<file path="src/rtl/instr_pkg.sv">
// ---------------------------------------------------------------------------
// instr_pkg
//   Shared definitions for the instruction fetch sequencer and its consumers:
//   addressing-mode codes, opcode map, instruction length and the sequencer
//   state encoding.
//   No ports (package).
// ---------------------------------------------------------------------------
package instr_pkg;

  // Addressing modes carried in byte0[3:2] (mode_a) and byte1[1:0] (mode_b)
  localparam logic [1:0] MODE_REG = 2'b00;
  localparam logic [1:0] MODE_MEM = 2'b01;
  localparam logic [1:0] MODE_IDX = 2'b10;
  localparam logic [1:0] MODE_IMM = 2'b11;

  // Opcode map; OP_END in byte0 terminates the program
  localparam logic [3:0] OP_END = 4'h0;
  localparam logic [3:0] OP_ADD = 4'h1;
  localparam logic [3:0] OP_SUB = 4'h2;
  localparam logic [3:0] OP_AND = 4'h3;
  localparam logic [3:0] OP_OR  = 4'h4;
  localparam logic [3:0] OP_XOR = 4'h5;
  localparam logic [3:0] OP_NOT = 4'h6;
  localparam logic [3:0] OP_MOV = 4'h7;
  localparam logic [3:0] OP_LDI = 4'h8;
  localparam logic [3:0] OP_SLL = 4'h9;
  localparam logic [3:0] OP_SRL = 4'hA;
  localparam logic [3:0] OP_SRA = 4'hB;

  localparam int INSTR_BYTES = 3;

  typedef enum logic [2:0] {
    ST_IDLE   = 3'd0,
    ST_FETCH0 = 3'd1,
    ST_FETCH1 = 3'd2,
    ST_FETCH2 = 3'd3,
    ST_ISSUE  = 3'd4,
    ST_DONE   = 3'd5
  } fetch_state_t;

  function automatic logic is_end_marker(input logic [7:0] byte0);
    return byte0[7:4] == OP_END;
  endfunction

endpackage

</file>
<file path="src/rtl/instr_fetch_seq_if.sv">
// ---------------------------------------------------------------------------
// instr_fetch_seq_if
//   Bundles the ROM read port and the decoded-instruction valid/ready channel
//   of the instruction fetch sequencer.
//   master : sequencer side (drives ROM address/select and the instruction)
//   slave  : ROM + execute-datapath side (returns rom_data and instr_ready)
//   Signals:
//     rom_cs, rom_addr[ADDR_W], rom_data[DATA_W]
//     instr_valid, instr_ready, instr_pc[ADDR_W], opcode[4], mode_a[2],
//     mode_b[2], instr_word[3*DATA_W]
// ---------------------------------------------------------------------------
interface instr_fetch_seq_if #(
  parameter int ADDR_W = 6,
  parameter int DATA_W = 8
) ();

  logic                  rom_cs;
  logic [ADDR_W-1:0]     rom_addr;
  logic [DATA_W-1:0]     rom_data;
  logic                  instr_valid;
  logic                  instr_ready;
  logic [ADDR_W-1:0]     instr_pc;
  logic [3:0]            opcode;
  logic [1:0]            mode_a;
  logic [1:0]            mode_b;
  logic [3*DATA_W-1:0]   instr_word;

  modport master (
    output rom_cs, rom_addr, instr_valid, instr_pc, opcode, mode_a, mode_b,
           instr_word,
    input  rom_data, instr_ready
  );

  modport slave (
    input  rom_cs, rom_addr, instr_valid, instr_pc, opcode, mode_a, mode_b,
           instr_word,
    output rom_data, instr_ready
  );

endinterface

</file>
<file path="src/rtl/instr_fetch_seq.sv">
// ---------------------------------------------------------------------------
// instr_fetch_seq
//   Program sequencer for the 64x8 instruction ROM. Fetches fixed 3-byte
//   instructions (three ROM reads, one per cycle), then presents the decoded
//   instruction on a valid/ready channel. Owns the program counter, the ROM
//   address/chip-select and end-of-program detection (address limit or an
//   OP_END opcode in byte0).
//   Ports:
//     clk    in   system clock, rising edge
//     rst    in   synchronous active-high reset
//     start  in   one-cycle pulse, starts a run from IDLE or DONE
//     busy   out  high in every state except IDLE/DONE
//     done   out  high in DONE
//     bus    master modport: ROM port + instruction channel
// ---------------------------------------------------------------------------
module instr_fetch_seq
  import instr_pkg::*;
#(
  parameter int ADDR_W     = 6,
  parameter int DATA_W     = 8,
  parameter int PROG_LEN   = 33,
  parameter int START_ADDR = 0
) (
  input  logic              clk,
  input  logic              rst,
  input  logic              start,
  output logic              busy,
  output logic              done,
  instr_fetch_seq_if.master bus
);

  localparam logic [ADDR_W:0]   PROG_END = (ADDR_W+1)'(PROG_LEN);
  localparam logic [ADDR_W-1:0] START_PC = ADDR_W'(START_ADDR);
  localparam logic [ADDR_W-1:0] PC_STEP  = ADDR_W'(INSTR_BYTES);
  // The limit check ahead of the first FETCH0 is a constant for START_PC
  localparam logic START_PAST_END = ({1'b0, START_PC} >= PROG_END);

  fetch_state_t      state, state_nxt;
  logic [ADDR_W-1:0] pc, pc_nxt;
  logic [ADDR_W-1:0] rom_addr, rom_addr_nxt;
  logic [ADDR_W-1:0] pc_inc;
  logic              pc_inc_past_end;
  logic              ld_b0, ld_b1, ld_b2;
  logic              issue;

  logic [DATA_W-1:0] byte0_p0;
  logic [DATA_W-1:0] byte1_p1;
  logic [DATA_W-1:0] byte2_p2;

  assign pc_inc          = pc + PC_STEP;
  assign pc_inc_past_end = ({1'b0, pc_inc} >= PROG_END);
  assign issue           = (state == ST_ISSUE);

  // Next-state, pc and ROM address update
  always_comb begin
    state_nxt    = state;
    pc_nxt       = pc;
    rom_addr_nxt = rom_addr;
    ld_b0        = 1'b0;
    ld_b1        = 1'b0;
    ld_b2        = 1'b0;

    unique case (state)
      ST_IDLE, ST_DONE: begin
        if (start) begin
          pc_nxt = START_PC;
          if (START_PAST_END) begin
            state_nxt    = ST_DONE;
            rom_addr_nxt = '0;
          end else begin
            state_nxt    = ST_FETCH0;
            rom_addr_nxt = START_PC;
          end
        end
      end
      ST_FETCH0: begin
        ld_b0 = 1'b1;
        if (is_end_marker(bus.rom_data)) begin
          // End marker: the partially fetched instruction is never issued
          state_nxt    = ST_DONE;
          rom_addr_nxt = '0;
        end else begin
          state_nxt    = ST_FETCH1;
          rom_addr_nxt = rom_addr + 1'b1;
        end
      end
      ST_FETCH1: begin
        ld_b1        = 1'b1;
        rom_addr_nxt = rom_addr + 1'b1;
        state_nxt    = ST_FETCH2;
      end
      ST_FETCH2: begin
        ld_b2     = 1'b1;
        state_nxt = ST_ISSUE;
      end
      ST_ISSUE: begin
        if (bus.instr_ready) begin
          pc_nxt = pc_inc;
          if (pc_inc_past_end) begin
            state_nxt    = ST_DONE;
            rom_addr_nxt = '0;
          end else begin
            state_nxt    = ST_FETCH0;
            rom_addr_nxt = pc_inc;
          end
        end
      end
      default: begin
        state_nxt    = ST_IDLE;
        rom_addr_nxt = '0;
      end
    endcase
  end

  always_ff @(posedge clk) begin
    if (rst) begin
      state    <= ST_IDLE;
      pc       <= START_PC;
      rom_addr <= '0;
    end else begin
      state    <= state_nxt;
      pc       <= pc_nxt;
      rom_addr <= rom_addr_nxt;
    end
  end

  // ---- fetch stage boundary: ROM bytes captured, one per FETCH cycle ----
  // Byte registers are not reset; every output that depends on them is
  // qualified by ISSUE, so stale contents are never visible.
  always_ff @(posedge clk) begin
    if (ld_b0) byte0_p0 <= bus.rom_data;
    if (ld_b1) byte1_p1 <= bus.rom_data;
    if (ld_b2) byte2_p2 <= bus.rom_data;
  end

  // ---- issue stage boundary: combinational field unpacking ----
  assign bus.rom_cs      = (state == ST_FETCH0) || (state == ST_FETCH1) ||
                           (state == ST_FETCH2);
  assign bus.rom_addr    = rom_addr;
  assign bus.instr_valid = issue;
  assign bus.instr_pc    = issue ? pc : '0;
  assign bus.opcode      = issue ? byte0_p0[7:4] : 4'h0;
  assign bus.mode_a      = issue ? byte0_p0[3:2] : 2'b00;
  assign bus.mode_b      = issue ? byte1_p1[1:0] : 2'b00;
  assign bus.instr_word  = issue ? {byte0_p0, byte1_p1, byte2_p2} : '0;

  assign busy = (state != ST_IDLE) && (state != ST_DONE);
  assign done = (state == ST_DONE);

endmodule

</file>
<file path="src/flat_wrapper.sv">
// flat-port wrapper written by rule: the top's interface ports become plain ports
module instr_fetch_seq_flat import instr_pkg::*;
#(
  parameter int ADDR_W     = 6,
  parameter int DATA_W     = 8,
  parameter int PROG_LEN   = 33,
  parameter int START_ADDR = 0
)
  (clk, rst, start, busy, done, bus_rom_cs, bus_rom_addr, bus_instr_valid, bus_instr_pc, bus_opcode, bus_mode_a, bus_mode_b, bus_instr_word, bus_rom_data, bus_instr_ready);
  instr_fetch_seq_if #(.ADDR_W(ADDR_W), .DATA_W(DATA_W)) bus_i ();
  input  logic clk;
  input  logic rst;
  input  logic start;
  output logic busy;
  output logic done;
  output wire logic [$bits(bus_i.rom_cs)-1:0] bus_rom_cs;
  output wire logic [$bits(bus_i.rom_addr)-1:0] bus_rom_addr;
  output wire logic [$bits(bus_i.instr_valid)-1:0] bus_instr_valid;
  output wire logic [$bits(bus_i.instr_pc)-1:0] bus_instr_pc;
  output wire logic [$bits(bus_i.opcode)-1:0] bus_opcode;
  output wire logic [$bits(bus_i.mode_a)-1:0] bus_mode_a;
  output wire logic [$bits(bus_i.mode_b)-1:0] bus_mode_b;
  output wire logic [$bits(bus_i.instr_word)-1:0] bus_instr_word;
  input wire logic [$bits(bus_i.rom_data)-1:0] bus_rom_data;
  input wire logic [$bits(bus_i.instr_ready)-1:0] bus_instr_ready;
  assign bus_rom_cs = bus_i.rom_cs;
  assign bus_rom_addr = bus_i.rom_addr;
  assign bus_instr_valid = bus_i.instr_valid;
  assign bus_instr_pc = bus_i.instr_pc;
  assign bus_opcode = bus_i.opcode;
  assign bus_mode_a = bus_i.mode_a;
  assign bus_mode_b = bus_i.mode_b;
  assign bus_instr_word = bus_i.instr_word;
  assign bus_i.rom_data = bus_rom_data;
  assign bus_i.instr_ready = bus_instr_ready;
  instr_fetch_seq #(.ADDR_W(ADDR_W), .DATA_W(DATA_W), .PROG_LEN(PROG_LEN), .START_ADDR(START_ADDR)) u_core (.clk(clk), .rst(rst), .start(start), .busy(busy), .done(done), .bus(bus_i));
endmodule
</file>
<file path="config.mk">
export PLATFORM = sky130hd
export DESIGN_NAME = instr_fetch_seq_flat
export DESIGN_NICKNAME = d
export VERILOG_FILES = /design/src/rtl/instr_pkg.sv /design/src/rtl/instr_fetch_seq_if.sv /design/src/rtl/instr_fetch_seq.sv /design/src/flat_wrapper.sv
export SDC_FILE = /design/constraint.sdc
export NUM_CORES = 1
export LEC_CHECK = 0
export BUFFER_PORTS_ARGS = -buffer_cell sky130_fd_sc_hd__buf_2
export CAP_MARGIN = 5
export CORE_MARGIN = 5
export CORE_UTILIZATION = 30
export CTS_CLUSTER_DIAMETER = 120
export DETAILED_ROUTE_END_ITERATION = 10
export PLACE_DENSITY_LB_ADDON = 0.12
export SYNTH_ARGS = -nofsm -noshare
export SYNTH_HDL_FRONTEND = slang
export SYNTH_SLANG_ARGS = --single-unit
</file>
<file path="constraint.sdc">
create_clock -name clk -period 3.5 [get_ports clk]
set_input_delay 0.175 -clock clk [delete_from_list [all_inputs] [get_ports clk]]
set_output_delay 0.175 -clock clk [all_outputs]
set_load 0.05 [all_outputs]
</file>
==> flow_metrics.tcl <==
set metrics [dict create \
    outcome "complete, no violations" \
    antenna_left 0 \
    yosys_warnings 0 \
    drt_first_pass_iters 4 \
    final-hold-violation-count 0 \
    rsz0062_at_grt "no" \
    grt_pass1_wl_mm 7.67 \
    cts_made_buffers 5 \
    routedWlPerCell_um 14.7 \
    start_kind "flip-flop" \
    core.rowCount 30 \
    fill_cells 710 \
    vdd_drop_max_v 0.000212 \
    holdWs_ns 0.0895 \
    syn_to_final_growth_pct 19.6 \
    synth-edff-count 24 \
    drive_above_1_share_pct 33.9 \
    clockBufferDepth 2 \
    maxSlewViolCount 0 \
    ctsHoldBuffers 0 \
    syn_avg_cell_area_um2 10.7 \
    ys.flop_type "edfxtp_1" \
    final_common_cell "buf_2" \
    hold_class "in -> reg" \
    synth_nets 210 \
    nets 260 \
    critical_path_class "reg -> out" \
    worstPathMaxFanout 36 \
    maxSlewHeadroom_pct 54.3 \
    period_needed_ns 2.20 \
    final_cell_mix "buf_2, and2_1, edfxtp_1" \
    drc 0 \
    report.final.setup_viol 0 \
    die_x_um 93.1 \
    tns_ns 0 \
    grt_max_degree 37 \
    post_drt_via_cell_ratio 4.78 \
    port_buffers 59 \
    worstMarginPinSlew_ns 0.685 \
    core-area_um2 6760 \
    diodes 0 \
    dp_hpwl_mm 3.48 \
    period_share_pct 62.7 \
    ys_seq_elements 39 \
    crit_arrival_ns 2.02 \
    p_leak_nw 1.05 \
    syn_area_um2 2070 \
    max_freq_mhz 455 \
    drtIter0Drc 77 \
    syn-instance-count 194 \
    cts-root-buf "clkbuf_8" \
    path_clk_slew_ns 0.08 \
    tritoncts "done" \
    final_util_pct 36.6 \
    cts_resized 0 \
    die-area_um2 8660 \
    yosysUniqueCellTypes 50 \
    seq_area_um2 1020 \
    grt_usage_pct 11.3 \
    post_cts_buffers 0 \
    antenna_found_initial 0 \
    crit_required_ns 3.32 \
    vias 1553 \
    boundaryPins 60 \
    gp_congestion 0.779 \
    clock_skew_ns 0.00697 \
    multiInputGateArea_um2 927 \
    maxCapViolCount 0 \
    end_kind "output pin" \
    ys_seq_area_share_pct 49.3 \
    grt_pass1_vias 1432 \
    power_density_nw_per_um2 449 \
    grt_overflow 0 \
    h-tree-depth 2 \
    ys_async_sr_fraction_pct 0 \
    clock-sinks 39 \
    drt_wl_total_mm 4.78 \
    initial_core_util_pct 30.6 \
    clk_latency_ns 0.29 \
    die_height_um 93.1 \
]
flip-flops by register name (all words and copies together), names as in the netlist:
| register | flops |
|---|---|
| u_core.byte0_p0 | 8 |
| u_core.byte1_p1 | 8 |
| u_core.byte2_p2 | 8 |
| u_core.bus.rom_addr | 6 |
| u_core.pc | 6 |
| u_core.state | 3 |
where the power goes:
| part | total (mW) | leakage, nW | switching (mW) | internal (mW) |
|---|---|---|---|---|
| registers | 0.543 | 0.341 | 0.0243 | 0.519 |
| clock network | 0.368 | 0.0556 | 0.159 | 0.209 |
| logic | 0.202 | 0.649 | 0.140 | 0.0618 |
| total | 1.11 | 1.05 | 0.323 | 0.789 |
final cells by class:
type / instances / area share [%]
inverters: 4 / 0.707
clock buffers: 5 / 2.78
repair buffers: 60 / 12.2
clock inverters: 3 / 1.57
well taps: 80 / 4.04
multi-input cells: 134 / 37.4
flip-flops and latches: 39 / 41.2
worst max-delay path: stages (launching register included):
cell	delay, ns
dfxtp_1	0.77
nand2_4	0.19
inv_4	0.30
and2_1	0.20
buf_2	0.26
kinds of logic after synthesis:
group,count (synthesis),synth area share (%)
and+or+nand+nor,84,24.5
xor gates and xnor gates,6,2.90
buffers and inverters,21,5.92
muxes,1,0.483
adders and majority gates,4,2.42
AOI/OAI and AO/OA,39,14.4
DFF,39,49.3
cells in the mapped netlist, types with 2 or more instances:
cell | number | area (um2)
nor2b_1 | 4 | 25.0
a21oi_1 | 9 | 45.0
buf_2 | 2 | 10.0
a32oi_1 | 2 | 17.5
a22oi_1 | 4 | 30.0
o21ai_0 | 3 | 15.0
buf_4 | 10 | 75.1
xnor2_1 | 4 | 35.0
a211oi_1 | 5 | 37.5
inv_1 | 3 | 11.3
o21ai_2 | 2 | 17.5
nand2_1 | 8 | 30.0
nand2b_1 | 2 | 12.5
clkbuf_1 | 4 | 15.0
and2_1 | 28 | 175
ha_1 | 4 | 50.1
o21ai_1 | 4 | 20.0
and3b_1 | 3 | 26.3
dfxtp_1 | 15 | 300
or3_1 | 3 | 18.8
nand3_1 | 2 | 10.0
nor2_1 | 20 | 75.1
nor3_1 | 2 | 10.0
nor4b_1 | 2 | 17.5
edfxtp_1 | 24 | 721
metal layers:
layer  vias up  wire (um)  track usage [%]
li1        783          -                -
met3         5        259             3.30
met5         -          0                0
met2        43       2220             17.2
met1       722       2240             15.3
met4         0         61             3.66
path summary, 6_finish.rpt:
path / start / endpoint / slack (ns) / cells after the start
worst max-delay path: u_core.state[2] / bus_instr_word[23] / 1.30 / 4
worst min-delay path: bus_rom_data[1] / u_core.byte0_p0[1] / 0.09 / 1
worst max register to register: u_core.state[1] / u_core.bus.rom_addr[3] / 1.33 / 4
worst min register to register: u_core.bus.rom_addr[5] / u_core.bus.rom_addr[5] / 0.49 / 2
per-stage QoR:
step	std cells	power (mW)	instance area, um2	worst slack, ns
floorplan	194	0.703	2070	1.06
global placement	317	0.758	2370	1.38
detailed placement	317	0.758	2370	1.31
CTS	325	1.12	2480	1.26
global route	325	1.17	2480	1.11
finish	325	1.11	2480	1.30
Note: power is estimated with default switching activity, not from simulation.
